`src/rtl/softmax_normalize_if.sv`:
```
// ---------------------------------------------------------------------------
// softmax_normalize_if
// Stream bundle for the Softermax normalization stage.
//
// Input side (producer -> block):
//   in_valid  : vector and sum presented
//   in_ready  : block can accept (block drives)
//   vec_in    : VEC_SIZE unsigned exponentials, element i at vec_in[i]
//   sum_in    : reduced sum of vec_in
// Output side (block -> consumer):
//   out_valid : out_data valid (block drives)
//   out_ready : consumer accepts out_data
//   out_data  : normalized probability
//   out_idx   : element index of out_data
//   out_last  : high with the final element of the vector
//
// Modports: slave = the normalization block, master = the surrounding logic
// (upstream producer plus downstream consumer).
// ---------------------------------------------------------------------------
interface softmax_normalize_if #(
    parameter int BW       = 16,
    parameter int SUM_BW   = 16,
    parameter int P_BW     = 16,
    parameter int VEC_SIZE = 5
);
    localparam int IDX_W = (VEC_SIZE > 1) ? $clog2(VEC_SIZE) : 1;

    logic                          in_valid;
    logic                          in_ready;
    logic [VEC_SIZE-1:0][BW-1:0]   vec_in;
    logic [SUM_BW-1:0]             sum_in;
    logic                          out_valid;
    logic                          out_ready;
    logic [P_BW-1:0]               out_data;
    logic [IDX_W-1:0]              out_idx;
    logic                          out_last;

    modport slave (
        input  in_valid,
        input  vec_in,
        input  sum_in,
        input  out_ready,
        output in_ready,
        output out_valid,
        output out_data,
        output out_idx,
        output out_last
    );

    modport master (
        output in_valid,
        output vec_in,
        output sum_in,
        output out_ready,
        input  in_ready,
        input  out_valid,
        input  out_data,
        input  out_idx,
        input  out_last
    );
endinterface

```
`src/rtl/softmax_normalize.sv`:
```
// ---------------------------------------------------------------------------
// softmax_normalize
// Final normalization stage of the Softermax datapath. Accepts one vector of
// unnormalized exponentials plus their reduced sum, computes the reciprocal
// of the sum by bit-serial restoring division (one quotient bit per cycle),
// then streams out vec[i] * (1/sum) one element per output handshake.
//
// Ports:
//   clk  : clock, all state updates on the rising edge
//   rst  : synchronous active-high reset, returns the block to IDLE
//   bus  : softmax_normalize_if.slave
//          in_valid/in_ready/vec_in/sum_in  - input vector handshake
//          out_valid/out_ready/out_data/out_idx/out_last - output stream
// ---------------------------------------------------------------------------
module softmax_normalize #(
    parameter int BW       = 16,
    parameter int FW       = 15,
    parameter int SUM_BW   = 16,
    parameter int SUM_FW   = 6,
    parameter int RFW      = 16,
    parameter int P_BW     = 16,
    parameter int P_FW     = 15,
    parameter int VEC_SIZE = 5
) (
    input  logic                  clk,
    input  logic                  rst,
    softmax_normalize_if.slave    bus
);
    // Quotient width: dividend is 2^(RFW+SUM_FW), so the quotient needs one
    // bit more than the dividend exponent to hold the sum==1 LSB case.
    localparam int QW    = RFW + SUM_FW + 1;
    localparam int IDX_W = (VEC_SIZE > 1) ? $clog2(VEC_SIZE) : 1;
    localparam int CNT_W = (QW > 1) ? $clog2(QW) : 1;
    localparam int PW    = BW + QW;
    localparam int SHIFT = FW + RFW - P_FW;

    localparam logic [IDX_W-1:0] LAST_IDX = IDX_W'(VEC_SIZE - 1);
    localparam logic [CNT_W-1:0] LAST_BIT = CNT_W'(QW - 1);

    typedef enum logic [1:0] {
        S_IDLE   = 2'd0,
        S_DIVIDE = 2'd1,
        S_EMIT   = 2'd2
    } state_t;

    state_t             r_state;
    state_t             w_state_next;

    logic [BW-1:0]      r_vec [VEC_SIZE];
    logic [SUM_BW-1:0]  r_sum;
    logic [QW-1:0]      r_recip;
    logic [SUM_BW-1:0]  r_rem;
    logic [CNT_W-1:0]   r_bit_cnt;
    logic [IDX_W-1:0]   r_idx;

    logic               w_in_fire;
    logic               w_out_fire;
    logic               w_div_bit;
    logic [SUM_BW:0]    w_rem_shift;
    logic               w_q_bit;
    logic [BW-1:0]      w_sel_vec;
    logic [PW-1:0]      w_prod;
    logic [PW-1:0]      w_shifted;
    logic [P_BW-1:0]    w_data;

    // -----------------------------------------------------------------------
    // FSM: state register
    // -----------------------------------------------------------------------
    always_ff @(posedge clk) begin
        if (rst) begin
            r_state <= S_IDLE;
        end else begin
            r_state <= w_state_next;
        end
    end

    // -----------------------------------------------------------------------
    // FSM: next state and handshake outputs
    // -----------------------------------------------------------------------
    always_comb begin
        w_state_next  = r_state;
        bus.in_ready  = 1'b0;
        bus.out_valid = 1'b0;
        bus.out_last  = 1'b0;
        case (r_state)
            S_IDLE: begin
                bus.in_ready = 1'b1;
                if (bus.in_valid) begin
                    w_state_next = S_DIVIDE;
                end
            end
            S_DIVIDE: begin
                if (r_bit_cnt == LAST_BIT) begin
                    w_state_next = S_EMIT;
                end
            end
            S_EMIT: begin
                bus.out_valid = 1'b1;
                bus.out_last  = (r_idx == LAST_IDX);
                if (bus.out_ready && (r_idx == LAST_IDX)) begin
                    w_state_next = S_IDLE;
                end
            end
            default: begin
                w_state_next = S_IDLE;
            end
        endcase
    end

    assign w_in_fire  = (r_state == S_IDLE) && bus.in_valid;
    assign w_out_fire = (r_state == S_EMIT) && bus.out_ready;

    // -----------------------------------------------------------------------
    // Input capture: only the IDLE handshake writes the vector registers, so
    // the producer may change vec_in freely once the vector is accepted.
    // -----------------------------------------------------------------------
    generate
        for (genvar gi = 0; gi < VEC_SIZE; gi++) begin : g_vec_reg
            always_ff @(posedge clk) begin
                if (w_in_fire) begin
                    r_vec[gi] <= bus.vec_in[gi];
                end
            end
        end
    endgenerate

    // -----------------------------------------------------------------------
    // Restoring division of 2^(QW-1) by r_sum, MSB first. The dividend is a
    // single one followed by zeros, so the bit shifted into the partial
    // remainder is 1 only on the first step.
    // With r_sum==0 every trial subtract succeeds and the quotient saturates
    // to all ones; the remainder wraps but is never observed.
    // -----------------------------------------------------------------------
    assign w_div_bit   = (r_bit_cnt == '0);
    assign w_rem_shift = {r_rem, w_div_bit};
    assign w_q_bit     = (w_rem_shift >= {1'b0, r_sum});

    always_ff @(posedge clk) begin
        if (w_in_fire) begin
            r_sum     <= bus.sum_in;
            r_recip   <= '0;
            r_rem     <= '0;
            r_bit_cnt <= '0;
        end else if (r_state == S_DIVIDE) begin
            r_recip   <= {r_recip[QW-2:0], w_q_bit};
            r_bit_cnt <= r_bit_cnt + 1'b1;
            if (w_q_bit) begin
                r_rem <= SUM_BW'(w_rem_shift - {1'b0, r_sum});
            end else begin
                r_rem <= w_rem_shift[SUM_BW-1:0];
            end
        end
    end

    // -----------------------------------------------------------------------
    // Element index: reset-controlled so a restart always begins at 0.
    // -----------------------------------------------------------------------
    always_ff @(posedge clk) begin
        if (rst) begin
            r_idx <= '0;
        end else if (w_in_fire) begin
            r_idx <= '0;
        end else if (w_out_fire) begin
            if (r_idx == LAST_IDX) begin
                r_idx <= '0;
            end else begin
                r_idx <= r_idx + 1'b1;
            end
        end
    end

    // -----------------------------------------------------------------------
    // Output datapath: purely combinational from registered state, so it
    // holds steady under backpressure.
    // -----------------------------------------------------------------------
    always_comb begin
        w_sel_vec = '0;
        for (int i = 0; i < VEC_SIZE; i++) begin
            if (r_idx == IDX_W'(i)) begin
                w_sel_vec = r_vec[i];
            end
        end
    end

    assign w_prod    = PW'(w_sel_vec) * PW'(r_recip);
    assign w_shifted = w_prod >> SHIFT;

    generate
        if (PW > P_BW) begin : g_sat
            // Any set bit above the output width means the probability does
            // not fit; clamp to full scale rather than wrap.
            assign w_data = (|w_shifted[PW-1:P_BW]) ? {P_BW{1'b1}}
                                                    : w_shifted[P_BW-1:0];
        end else begin : g_nosat
            assign w_data = P_BW'(w_shifted);
        end
    endgenerate

    assign bus.out_data = w_data;
    assign bus.out_idx  = r_idx;

endmodule

```
`src/flat_wrapper.sv`:
```
// flat-port wrapper written by rule: the top's interface ports become plain ports
module softmax_normalize_flat 
#(
    parameter int BW       = 16,
    parameter int FW       = 15,
    parameter int SUM_BW   = 16,
    parameter int SUM_FW   = 6,
    parameter int RFW      = 16,
    parameter int P_BW     = 16,
    parameter int P_FW     = 15,
    parameter int VEC_SIZE = 5
)
  (clk, rst, bus_in_valid, bus_vec_in, bus_sum_in, bus_out_ready, bus_in_ready, bus_out_valid, bus_out_data, bus_out_idx, bus_out_last);
  softmax_normalize_if #(.BW(BW), .SUM_BW(SUM_BW), .P_BW(P_BW), .VEC_SIZE(VEC_SIZE)) bus_i ();
  input  logic clk;
  input  logic rst;
  input wire logic [$bits(bus_i.in_valid)-1:0] bus_in_valid;
  input wire logic [$bits(bus_i.vec_in)-1:0] bus_vec_in;
  input wire logic [$bits(bus_i.sum_in)-1:0] bus_sum_in;
  input wire logic [$bits(bus_i.out_ready)-1:0] bus_out_ready;
  output wire logic [$bits(bus_i.in_ready)-1:0] bus_in_ready;
  output wire logic [$bits(bus_i.out_valid)-1:0] bus_out_valid;
  output wire logic [$bits(bus_i.out_data)-1:0] bus_out_data;
  output wire logic [$bits(bus_i.out_idx)-1:0] bus_out_idx;
  output wire logic [$bits(bus_i.out_last)-1:0] bus_out_last;
  assign bus_i.in_valid = bus_in_valid;
  assign bus_i.vec_in = bus_vec_in;
  assign bus_i.sum_in = bus_sum_in;
  assign bus_i.out_ready = bus_out_ready;
  assign bus_in_ready = bus_i.in_ready;
  assign bus_out_valid = bus_i.out_valid;
  assign bus_out_data = bus_i.out_data;
  assign bus_out_idx = bus_i.out_idx;
  assign bus_out_last = bus_i.out_last;
  softmax_normalize #(.BW(BW), .FW(FW), .SUM_BW(SUM_BW), .SUM_FW(SUM_FW), .RFW(RFW), .P_BW(P_BW), .P_FW(P_FW), .VEC_SIZE(VEC_SIZE)) u_core (.clk(clk), .rst(rst), .bus(bus_i));
endmodule
```
`config.mk`:
```
export PLATFORM = sky130hd
export DESIGN_NAME = softmax_normalize_flat
export DESIGN_NICKNAME = d
export VERILOG_FILES = /design/src/rtl/softmax_normalize_if.sv /design/src/rtl/softmax_normalize.sv /design/src/flat_wrapper.sv
export SDC_FILE = /design/constraint.sdc
export NUM_CORES = 1
export LEC_CHECK = 0
export BUFFER_PORTS_ARGS = -buffer_cell sky130_fd_sc_hd__buf_2
export CORE_UTILIZATION = 55
export DETAILED_ROUTE_END_ITERATION = 12
export PLACE_DENSITY = 0.73
export SYNTH_ARGS = -nofsm -noshare
export SYNTH_HDL_FRONTEND = slang
export SYNTH_SLANG_ARGS = --single-unit
```
`constraint.sdc`:
```
create_clock -name clk -period 10.1 [get_ports clk]
set_input_delay 1.01 -clock clk [delete_from_list [all_inputs] [get_ports clk]]
set_output_delay 1.01 -clock clk [all_outputs]
set_load 0.1 [all_outputs]
```
==> results of run 1 <==
## routing by layer
| layer | track usage, % | vias up | part of all wire [%] | routed length (µm) |
|---|---|---|---|---|
| li1 | - | 6485 | - | - |
| met1 | 34.7 | 7097 | 40 | 17900 |
| met2 | 50.0 | 437 | 51 | 23100 |
| met3 | 3.68 | 108 | 5.2 | 2360 |
| met4 | 12.1 | 0 | 4.3 | 1940 |
| met5 | 0 | - | 0 | 0 |
## final cells by class
class / instances / area share, %
Sequential cell: 145 / 19.0
Timing Repair Buffer: 149 / 4.41
Clock buffer: 21 / 2.32
Inverter: 366 / 6.78
Clock inverter: 11 / 0.401
Multi-Input combinational cell: 1399 / 64.3
Antenna cell: 3 / 0.0370
Tap cell: 448 / 2.76
## critical path: cells and delay by family (launching register included)
family	cells	cell delay, ps
adders and majority gates	8	3690
AOI/OAI and AO/OA	9	1750
and+or+nand+nor	6	1290
buffers and inverters	9	1160
DFF	1	370
## logic make-up after synthesis
kind of cell    Yosys count  share of synthesized area, %
simple gates            655                          17.2
buf+inv                 477                          9.81
fa+ha+maj               424                          40.3
compound gates          271                          9.63
flops                   145                          20.7
xor+xnor                 35                          1.65
mux                      13                         0.726
## cells in the mapped netlist (6+ instances only)
master and instances:
nand2b_1 19, nor2b_1 64, or3_1 6, mux2i_1 12
clkbuf_1 90, nor3_1 17, and2_1 111, xnor2_1 25
nand3_1 23, buf_1 10, edfxtp_1 96, o211ai_1 10
ha_1 132, dfxtp_1 49, a211oi_1 14, nor2_1 71
xor2_1 10, a22oi_1 16, inv_1 366, a21o_1 28
o21bai_1 9, a21oi_1 101, a31oi_1 6, fa_1 292
nand2_1 283, and3_1 6, o21ai_0 30, nand4_1 34
o21ai_1 13
## repair_timing
item,CTS,global route
hold endpoints to repair,0,0
pin swaps,0,4
endpoints found under the setup margin,16,16
buffers inserted,0,2
gates cloned,0,2
resized for setup,1,37
hold buffers,0,0
## report_power, final
part / leakage, µW / internal [µW] / switching [µW] / total (µW)
Clock: 0.000276 / 336 / 248 / 584
Sequential: 0.00131 / 684 / 35.5 / 720
Combinational: 0.00800 / 194 / 279 / 473
## per-stage QoR
step	std cells	instance area, µm²	setup slack (ps)	hold WS (ps)
after floorplan	2020	18600	6.37	454
after global placement	2503	19500	737	463
after detailed placement	2503	19500	364	469
after CTS	2535	20100	137	484
after global routing	2542	20300	-16.0	502
final	2542	20300	382	484
## registers in the layout, summed over array words and instances, names as in the netlist
signal	flops
u_core.r_vec	80
u_core.r_recip	23
u_core.r_sum	16
u_core.bus.out_idx	3
u_core.r_state	2
u_core.r_rem	16
u_core.r_bit_cnt	5
## path summary, 6_finish.rpt
check	slack, ps	to
setup reg to reg	6300	u_core.r_rem[6]$_SDFFE_PP0P_
hold / removal	480	u_core.r_recip[13]$_SDFFE_PP0P_
hold reg to reg	480	u_core.r_recip[13]$_SDFFE_PP0P_
setup / recovery	380	bus_out_data[14]
==> summary.txt, run 1 <==
Outcome
  • Status: complete, no violations

Global route
  • Number of global-route vias before repair: roughly 15000
  • Maximum number of pins on one net before global-route repair: 75
  • Tot GR Track Use: about 28%
  • Global-route wire length before repair: ~76000 µm
  • Number of antenna violations at the first check in global routing: 3
  • Remaining Overflow, GRT: 0

Yosys
  • Biggest area contributors in the synthesized netlist: fa_1, edfxtp_1, ha_1
  • Netlist cell types: 78
  • Synth Net Count: 2544
  • Synthesized flop and latch total: approximately 150
  • Post-synthesis instance area: 18600 µm²
  • Sequential share of the synthesized area: 20.7%
  • Portion of synthesized cell area occupied by the leading cell type: approximately a third
  • Most used flip-flop cell after synthesis: edfxtp_1
  • Yosys warnings: 0
  • EDFF count, synth: 96
  • Async set-reset flop share out of synthesis: 0%
  • Gate count of the mapped netlist: approximately 2000
  • Post-synthesis cell type with the largest combined area: fa_1
  • Mean Syn Cell Area: 9.22 µm²

Worst setup path
  • Critical path class: reg2out
  • Arrival time of data at the critical path endpoint: around 8700 ps
  • Cells on worst reg2reg path: 13
  • Crit path max fanout: 16
  • Timing startpoint of the critical path: u_core.bus.out_idx[0]$_SDFFE_PP0P_
  • Worst setup SP type: register
  • Data required, critical path: just over 9000 ps
  • Cell type of the slowest stage on the worst timing path: fa_1
  • Maximum single-stage delay on the critical path: around 580 ps
  • Worst r2r src: u_core.r_bit_cnt[0]$_SDFFE_PP0P_
  • Setup crit end kind: primary output

Finish
  • Share of final-layout standard cells stronger than drive strength 1: a little over a tenth
  • Post-synthesis to final-layout area growth: 8.99%
  • Most frequent cells in the layout: inv_1, fa_1, nand2_1
  • Layout fillers: 2785
  • Sequential cell area: 3860 µm²
  • Leading cell type in the layout, fill and taps excluded: inv_1
  • Combined area of the multi-input logic cells: 13000 µm²
  • Final design utilization: 60.7%
  • Final #Nets: approximately 2600

Power and ir drop
  • Areal power density over the cells: 87.5 nW/µm²
  • P_leak: between 0.009 and 0.01 µW
  • Worst ir drop on vdd: about 0.11 mV
  • Overall Power: roughly 1800 µW

Floorplan
  • Chip width: roughly 190 µm
  • Die outline height: 186 µm
  • Area of the core: 33400 µm²
  • Count of standard-cell rows: 67
  • Top-Level Pins: about 120
  • Area of the die: roughly 35000 µm²
  • Initial cell density of the core: 55.7%

Timing
  • Setup TNS Final: 0 ps
  • Max-slew violation count: 0
  • Achievable Freq: roughly 100 MHz
  • Period Utilization, post-route: between 90% and 100%
  • Minimum clock period: between 9000 and 10000 ps
  • Worst-margin pin slew: approximately 1000 ps
  • Max_slew headroom: 31.9%
  • Clock tree skew after final layout: approximately 7.8 ps
  • Number of hold violations in the final report: 0
  • # setup viols final: 0

CTS
  • Number of H-tree branching levels: 4
  • CTS Root Cell: clkbuf_16
  • CTS Buffer Depth: 2
  • Number of buffers created by CTS: 17
  • Clock-pin slew on the worst setup and hold paths: about 60 ps
  • Source-to-sink clock delay at the later pin of the worst-skew pair: 420 ps
  • Sinks on Clock Net: ~150
  • CTS tree: yes

Hold path
  • Hold Path Origin: u_core.r_recip[12]$_SDFFE_PP0P_
  • Worst hold path cell count: 2
  • HP Class: reg2reg

Placed design
  • Last weighted congestion value of the routability-driven placer: 0.924
  • Port Buf Inserts: around 120
  • Sum of net half-perimeters after detailed placement: 35100 µm

Flow run
  • Max Cap Violations: 0

Routing
  • Remaining antenna violation count: 0
  • Detailed Route Iter0 Violations: around 900
  • Final WL: 45300 µm
  • Pre-Repair DR Iteration Count: 6
  • DRC errors left: 0
  • Via count: between 10000 and 15000
  • Wire per inst: approximately 18 µm
  • Via density per instance: around 5.6
No activity file was read; power rests on OpenSTA's default activity.
==> inputs of run 2 (changes only) <==
Settings changed: CELL_PAD_IN_SITES_DETAIL_PLACEMENT set to 1, CELL_PAD_IN_SITES_GLOBAL_PLACEMENT set to 2, CORE_UTILIZATION 55 to 40, PLACE_DENSITY 0.73 to unset, PLACE_DENSITY_LB_ADDON set to 0.1.
==> summary.txt, run 2 (same netlist as run 1, synthesis figures left out) <==
Finish
  • Number of standard cells in the layout, taps in and fillers out: 2707 (+6.5%)
  • Share of final-layout standard cells stronger than drive strength 1: 11.5% (+1.1 points)
  • Layout fillers: 5290 (+90%)
  • Number of flip-flops under the largest register name: 80 (unchanged)
  • Most frequent cells in the layout: inv_1, fa_1, nand2_1
  • Final design utilization: 45.3% (-15 points)
  • Most flops, register: u_core.r_vec
  • Post-synthesis to final-layout area growth: 11.1%
  • Leading cell type in the layout, fill and taps excluded: inv_1
  • Final #Nets: 2617 (+0.58%)
  • Regs by FF count: u_core.r_vec: 80 flops, u_core.r_recip: 23 flops

Global route
  • Global-route wire length before repair: 84700 µm (+12%)
  • Tot GR Track Use: 23.2% (-5.1 points)
  • Number of antenna violations at the first check in global routing: 2 (-1)
  • Maximum number of pins on one net before global-route repair: 73 (-2.7%)
  • Remaining Overflow, GRT: 0 (unchanged)
  • Number of global-route vias before repair: 16099 (+6.6%)

Flow run
  • Max Cap Violations: 0 (unchanged)

Power and ir drop
  • Areal power density over the cells: 89.4 nW/µm² (+2.1%)
  • Cell-internal power: 1260 µW (+3.8%)
  • Overall Power: 1850 µW (+4.1%)
  • Switching share of power: 31.9% (+0.24 points)
  • Worst ir drop on vdd: 0.0931 mV (-12%)
  • Net Sw Power: 590 µW (+4.9%)
  • Share of total power in combinational logic: 26.6% (about the same)
  • Clock power frac: 34.6% (+1.7 points)
  • P_leak: 0.00972 µW (+1.3%)
  • Power share of the sequential group: 38.8% (-1.7 points)

Routing
  • Remaining antenna violation count: 0 (unchanged)
  • Via density per instance: 5.18 (-6.9%)
  • Via count: 14011 (-0.82%)
  • Detailed Route Iter0 Violations: 528 (-42%)
  • Final WL: 51600 µm (+14%)
  • DRC errors left: 0 (unchanged)
  • Wire per inst: 19.1 µm (+7.0%)
  • Pre-Repair DR Iteration Count: 5 (-1)

Floorplan
  • Area of the die: 47400 µm² (+37%)
  • Area of the core: 45700 µm² (+37%)
  • Count of standard-cell rows: 78 (+16%)
  • Top-Level Pins: 122 (unchanged)
  • Initial cell density of the core: 40.8% (-15 points)
  • Chip width: 218 µm (+17%)
  • Die outline height: 218 µm (+17%)

CTS
  • Clock-pin slew on the worst setup and hold paths: 70 ps (about the same)
  • CTS Buffer Depth: 2 (unchanged)
  • CTS Root Cell: clkbuf_16
  • Number of H-tree branching levels: 4 (unchanged)
  • Cts hold-fix bufs: 0 (unchanged)
  • Source-to-sink clock delay at the later pin of the worst-skew pair: 450 ps (+30 ps)
  • Sinks on Clock Net: 145 (unchanged)
  • CTS tree: yes
  • Number of buffers created by CTS: 17 (unchanged)

Timing
  • Setup TNS Final: 0 ps (unchanged)
  • # setup viols final: 0 (unchanged)
  • Minimum clock period: 9730 ps (+10.2 ps)
  • Worst-case hold slack: 481 ps (-3.62 ps)
  • Worst-margin pin slew: 1070 ps (+51.6 ps)
  • Period Utilization, post-route: 96.3% (+0.10 points)
  • Clock tree skew after final layout: 15.5 ps (+7.65 ps)
  • Max-slew violation count: 0 (unchanged)
  • Max_slew headroom: 28.1% (-3.8 points)
  • Number of hold violations in the final report: 0 (unchanged)
  • Achievable Freq: 103 MHz (-0.11%)

Placed design
  • Number of cells after detailed placement: 2666 (+6.5%)
  • Last weighted congestion value of the routability-driven placer: 0.813 (-12%)
  • Port Buf Inserts: 121 (unchanged)
  • Sum of net half-perimeters after detailed placement: 41300 µm (+18%)

Worst setup path
  • Critical path class: reg2out
  • Crit path max fanout: 16 (unchanged)
  • Maximum single-stage delay on the critical path: 540 ps (-40 ps)
  • Cell type of the slowest stage on the worst timing path: fa_1
  • Worst setup SP type: register
  • Setup crit end kind: primary output
  • Data required, critical path: 9090 ps (about the same)
  • Arrival time of data at the critical path endpoint: 8720 ps (about the same)

Outcome
  • Status: complete, no violations

Hold path
  • HP Class: reg2reg
-- run 2: cell type report --
class                           instances  area [µm²]  share of cell area, %
Antenna cell                            1        2.50                 0.0121
Clock buffer                           24         539                   2.61
Clock inverter                          8        63.8                  0.308
Inverter                              366        1380                   6.65
Multi-Input combinational cell       1398       13100                   63.1
Sequential cell                       145        3860                   18.7
Tap cell                              600         751                   3.63
Timing Repair Buffer                  165        1040                   5.01
-- run 2: timing repair --
| action | 4_1_cts | 5_1_grt |
|---|---|---|
| endpoints found under the setup margin | 16 | 16 |
| pin swaps | 1 | 6 |
| buffers inserted | 0 | 8 |
| resized for setup | 6 | 47 |
-- run 2: path summary, 6_finish.rpt --
check | start | to | slack [ps] | depth (start not counted)
min reg2reg | u_core.r_rem[0]$_SDFFE_PP0P_ | u_core.r_rem[0]$_SDFFE_PP0P_ | 480 | 2
min | u_core.r_rem[0]$_SDFFE_PP0P_ | u_core.r_rem[0]$_SDFFE_PP0P_ | 480 | 2
max | u_core.bus.out_idx[0]$_SDFFE_PP0P_ | bus_out_data[14] | 370 | 32
max reg2reg | u_core.r_bit_cnt[0]$_SDFFE_PP0P_ | u_core.r_rem[0]$_SDFFE_PP0P_ | 6360 | 13
-- run 2: power by group through the flow --
stage                     Combinational (µW)  Sequential, µW  Clock (µW)
final                                    493             717         640
after floorplan                          358             718           0
after global routing                     558             723         675
after CTS                                500             718         656
after detailed placement                 495             730           0
after global placement                   483             729           0
-- run 2: through the flow --
step	cell area, µm²	setup slack (ps)
after floorplan	18600	6.37
after global placement	19800	428
after detailed placement	19800	116
after CTS	20500	2.17
after global routing	20700	-39.9
final	20700	372
-- run 2: metal layers --
| layer | vias to the layer above | routed length (µm) | GRT usage (%) |
|---|---|---|---|
| met5 | - | 0 | 0 |
| met2 | 166 | 27300 | 42.8 |
| met3 | 68 | 1170 | 2.11 |
| li1 | 6520 | - | - |
| met1 | 7257 | 21500 | 27.9 |
| met4 | 0 | 1660 | 8.41 |
-- run 2: critical path, delay by kind of cell (launching register included) --
family	cells	cell delay (ps)
flip-flops	1	430
adder cells (fa/ha/maj)	8	3660
AO/OA/AOI/OAI	8	1350
buffers and inverters	9	1380
AND/OR/NAND/NOR	7	1440
==> inputs of run 3 (changes only) <==
Settings changed: PLACE_DENSITY set to 0.85, PLACE_DENSITY_LB_ADDON 0.1 to unset.
==> summary.txt, run 3 (same netlist as run 1, synthesis figures left out) <==
Worst setup path
  • Arrival time of data at the critical path endpoint: 8620 ps (-100 ps)
  • Crit path max fanout: 16 (unchanged)
  • Cells on worst reg2reg path: 13 (unchanged)
  • Timing startpoint of the critical path: u_core.bus.out_idx[0]$_SDFFE_PP0P_
  • Worst r2r src: u_core.r_bit_cnt[0]$_SDFFE_PP0P_
  • Worst setup endpoint: bus_out_data[10]
  • Register-to-register setup slack: 6170 ps (-190 ps)
  • Worst r2r dst: u_core.r_rem[2]$_SDFFE_PP0P_
  • Setup crit end kind: primary output
  • Maximum single-stage delay on the critical path: 620 ps (+80 ps)
  • Critical path class: reg2out
  • Cell type of the slowest stage on the worst timing path: fa_1
  • Cell mode on critical path: fa_1
  • Data required, critical path: 9090 ps (about the same)
  • Worst setup SP type: register

Global route
  • Maximum number of pins on one net before global-route repair: 70 (-4.1%)
  • Remaining Overflow, GRT: 0 (unchanged)
  • Peak-usage layer in the global routing report: met2
  • Number of antenna violations at the first check in global routing: 5 (+3)
  • Tot GR Track Use: 23.3% (+0.13 points)
  • M3 GR Usage: 2.15% (+0.042 points)
  • GR Util met1: 27.2% (-0.68 points)
  • Met2 routing resource usage after global routing: 43.8% (+1.0 points)
  • Global-route wire length before repair: 85600 µm (+1.1%)
  • Number of global-route vias before repair: 16293 (+1.2%)

CTS
  • Source-to-sink clock delay at the later pin of the worst-skew pair: 430 ps (-20 ps)
  • CTS Buffer Depth: 2 (unchanged)
  • Sinks on Clock Net: 145 (unchanged)
  • Clock-pin slew on the worst setup and hold paths: 70 ps (about the same)
  • Cts hold-fix bufs: 0 (unchanged)
  • CTS tree: yes
  • Number of H-tree branching levels: 4 (unchanged)
  • Number of buffers created by CTS: 17 (unchanged)
  • CTS Root Cell: clkbuf_16

Placed design
  • Last weighted congestion value of the routability-driven placer: 0.844 (+3.9%)
  • Port Buf Inserts: 121 (unchanged)
  • Sum of net half-perimeters after detailed placement: 41800 µm (+1.2%)
  • Number of cells after detailed placement: 2662 (-0.15%)

Routing
  • Via density per instance: 5.25 (+1.3%)
  • Pre-Repair DR Iteration Count: 5 (unchanged)
  • Final WL: 52600 µm (+2.0%)
  • Detailed Route Iter0 Violations: 603 (+14%)
  • Remaining antenna violation count: 0 (unchanged)
  • Via count: 14188 (+1.3%)
  • DRC errors left: 0 (unchanged)
  • Wire per inst: 19.5 µm (+2.0%)

Floorplan
  • Area of the die: 47400 µm² (unchanged)
  • Die outline height: 218 µm (unchanged)
  • Area of the core: 45700 µm² (unchanged)
  • Chip width: 218 µm (unchanged)
  • Initial cell density of the core: 40.8% (unchanged)
  • Count of standard-cell rows: 78 (unchanged)
  • Top-Level Pins: 122 (unchanged)

Finish
  • Most flops, register: u_core.r_vec
  • Regs by FF count: u_core.r_vec: 80 flops, u_core.r_recip: 23 flops
  • Leading cell type in the layout, fill and taps excluded: inv_1
  • Number of flip-flops under the largest register name: 80 (unchanged)
  • Final #Nets: 2611 (-0.23%)
  • Share of final-layout standard cells stronger than drive strength 1: 11.0% (-0.54 points)
  • Layout fillers: 5241 (-0.93%)
  • Post-synthesis to final-layout area growth: 10.6%
  • Number of standard cells in the layout, taps in and fillers out: 2705 (-0.074%)
  • Most frequent cells in the layout: inv_1, fa_1, nand2_1

Power and ir drop
  • Overall Power: 1850 µW (-0.11%)
  • Worst ir drop on vdd: 0.100 mV (+7.6%)
  • Clock power frac: 34.3% (-0.3 points)
  • Power share of the sequential group: 39.1% (+0.3 points)
  • Areal power density over the cells: 89.7 nW/µm² (+0.37%)
  • Cell-internal power: 1250 µW (-0.85%)
  • Switching share of power: 32.4% (+0.50 points)
  • Net Sw Power: 599 µW (+1.5%)
  • Share of total power in combinational logic: 26.7% (about the same)
  • P_leak: 0.00964 µW (-0.81%)

Timing
  • # setup viols final: 0 (unchanged)
  • Clock tree skew after final layout: 13.2 ps (-2.28 ps)
  • Max_slew headroom: 28.2% (+0.083 points)
  • Achievable Freq: 104 MHz (+1.0%)
  • Minimum clock period: 9630 ps (-98.8 ps)
  • Max-slew violation count: 0 (unchanged)
  • Worst-margin pin slew: 1080 ps (+3.74 ps)
  • Period Utilization, post-route: 95.3% (-0.98 points)
  • Setup TNS Final: 0 ps (unchanged)
  • Number of hold violations in the final report: 0 (unchanged)

Hold path
  • HP Class: reg2reg

Flow run
  • Max Cap Violations: 0 (unchanged)

Outcome
  • Status: complete, no violations
[run 3: cell types whose count changed in the layout (fill, tap and decap cells not counted), moves of 2 or more]
cell,change
a21oi_1,+2
buf_12,-2
buf_4,-13
bufinv_16,+2
clkbuf_16,-3
clkbuf_4,+8
clkinv_4,-2
clkinvlp_4,+4
diode_2,+4
inv_6,+3
[run 3: worst min-delay path by stage]
stage               slack (ps)  cells past startpoint                         endpoint                       startpoint
finish                     470                      2  u_core.r_recip[13]$_SDFFE_PP0P_  u_core.r_recip[12]$_SDFFE_PP0P_
CTS                        480                      2  u_core.r_recip[13]$_SDFFE_PP0P_  u_core.r_recip[12]$_SDFFE_PP0P_
global route               490                      2  u_core.r_recip[13]$_SDFFE_PP0P_  u_core.r_recip[12]$_SDFFE_PP0P_
detailed placement         470                      2  u_core.r_recip[13]$_SDFFE_PP0P_  u_core.r_recip[12]$_SDFFE_PP0P_
floorplan                  450                      2     u_core.r_rem[0]$_SDFFE_PP0P_     u_core.r_rem[0]$_SDFFE_PP0P_
global placement           460                      2  u_core.r_recip[13]$_SDFFE_PP0P_  u_core.r_recip[12]$_SDFFE_PP0P_
[run 3: cell type report]
cell class                 instances  area [µm²]  area share [%]
multi-input combinational       1398       13000            63.3
sequential                       145        3860            18.8
inverter                         366        1380            6.68
timing repair buffer             159         970            4.71
tap                              600         751            3.64
clock buffer                      19         433            2.10
clock inverter                    13         151           0.735
antenna                            5        12.5          0.0607
[run 3: worst max-delay path: cells and delay by family, from the launching register on]
kind,cells,cell delay (ps)
flops,1,420
compound gates,9,1890
simple gates,5,760
xor+xnor,1,140
fa+ha+maj,8,3710
buf+inv,8,1270
[run 3: metal layers]
layer  part of all wire (%)  up-vias
li1                       -     6501
met1                     40     7412
met2                     54      198
met3                    2.2       77
met4                    3.4        0
met5                      0        -
[run 3: repair_timing]
item | in CTS | in global routing
setup buffers | 0 | 5
cloned | 0 | 1
pin swaps | 0 | 6
resized for setup | 2 | 41
setup endpoints to repair | 16 | 16
[run 3: power groups by stage]
stage | logic (µW) | registers (µW) | clock network, µW
after detailed placement | 488 | 734 | 0
after global routing | 553 | 727 | 665
final | 493 | 722 | 634
after global placement | 473 | 731 | 0
after CTS | 497 | 722 | 640
after floorplan | 358 | 718 | 0
[run 3: per-stage QoR]
| step | hold WS [ps] | worst slack [ps] | utilization [%] | instance area [µm²] |
|---|---|---|---|---|
| after floorplan | 454 | 6.37 | - | 18600 |
| after global placement | 460 | 655 | 43.3 | 19800 |
| after detailed placement | 469 | 296 | 43.3 | 19800 |
| after CTS | 476 | 38.4 | 44.7 | 20400 |
| after global routing | 493 | -29.9 | 45.1 | 20600 |
| final | 475 | 471 | 45.1 | 20600 |
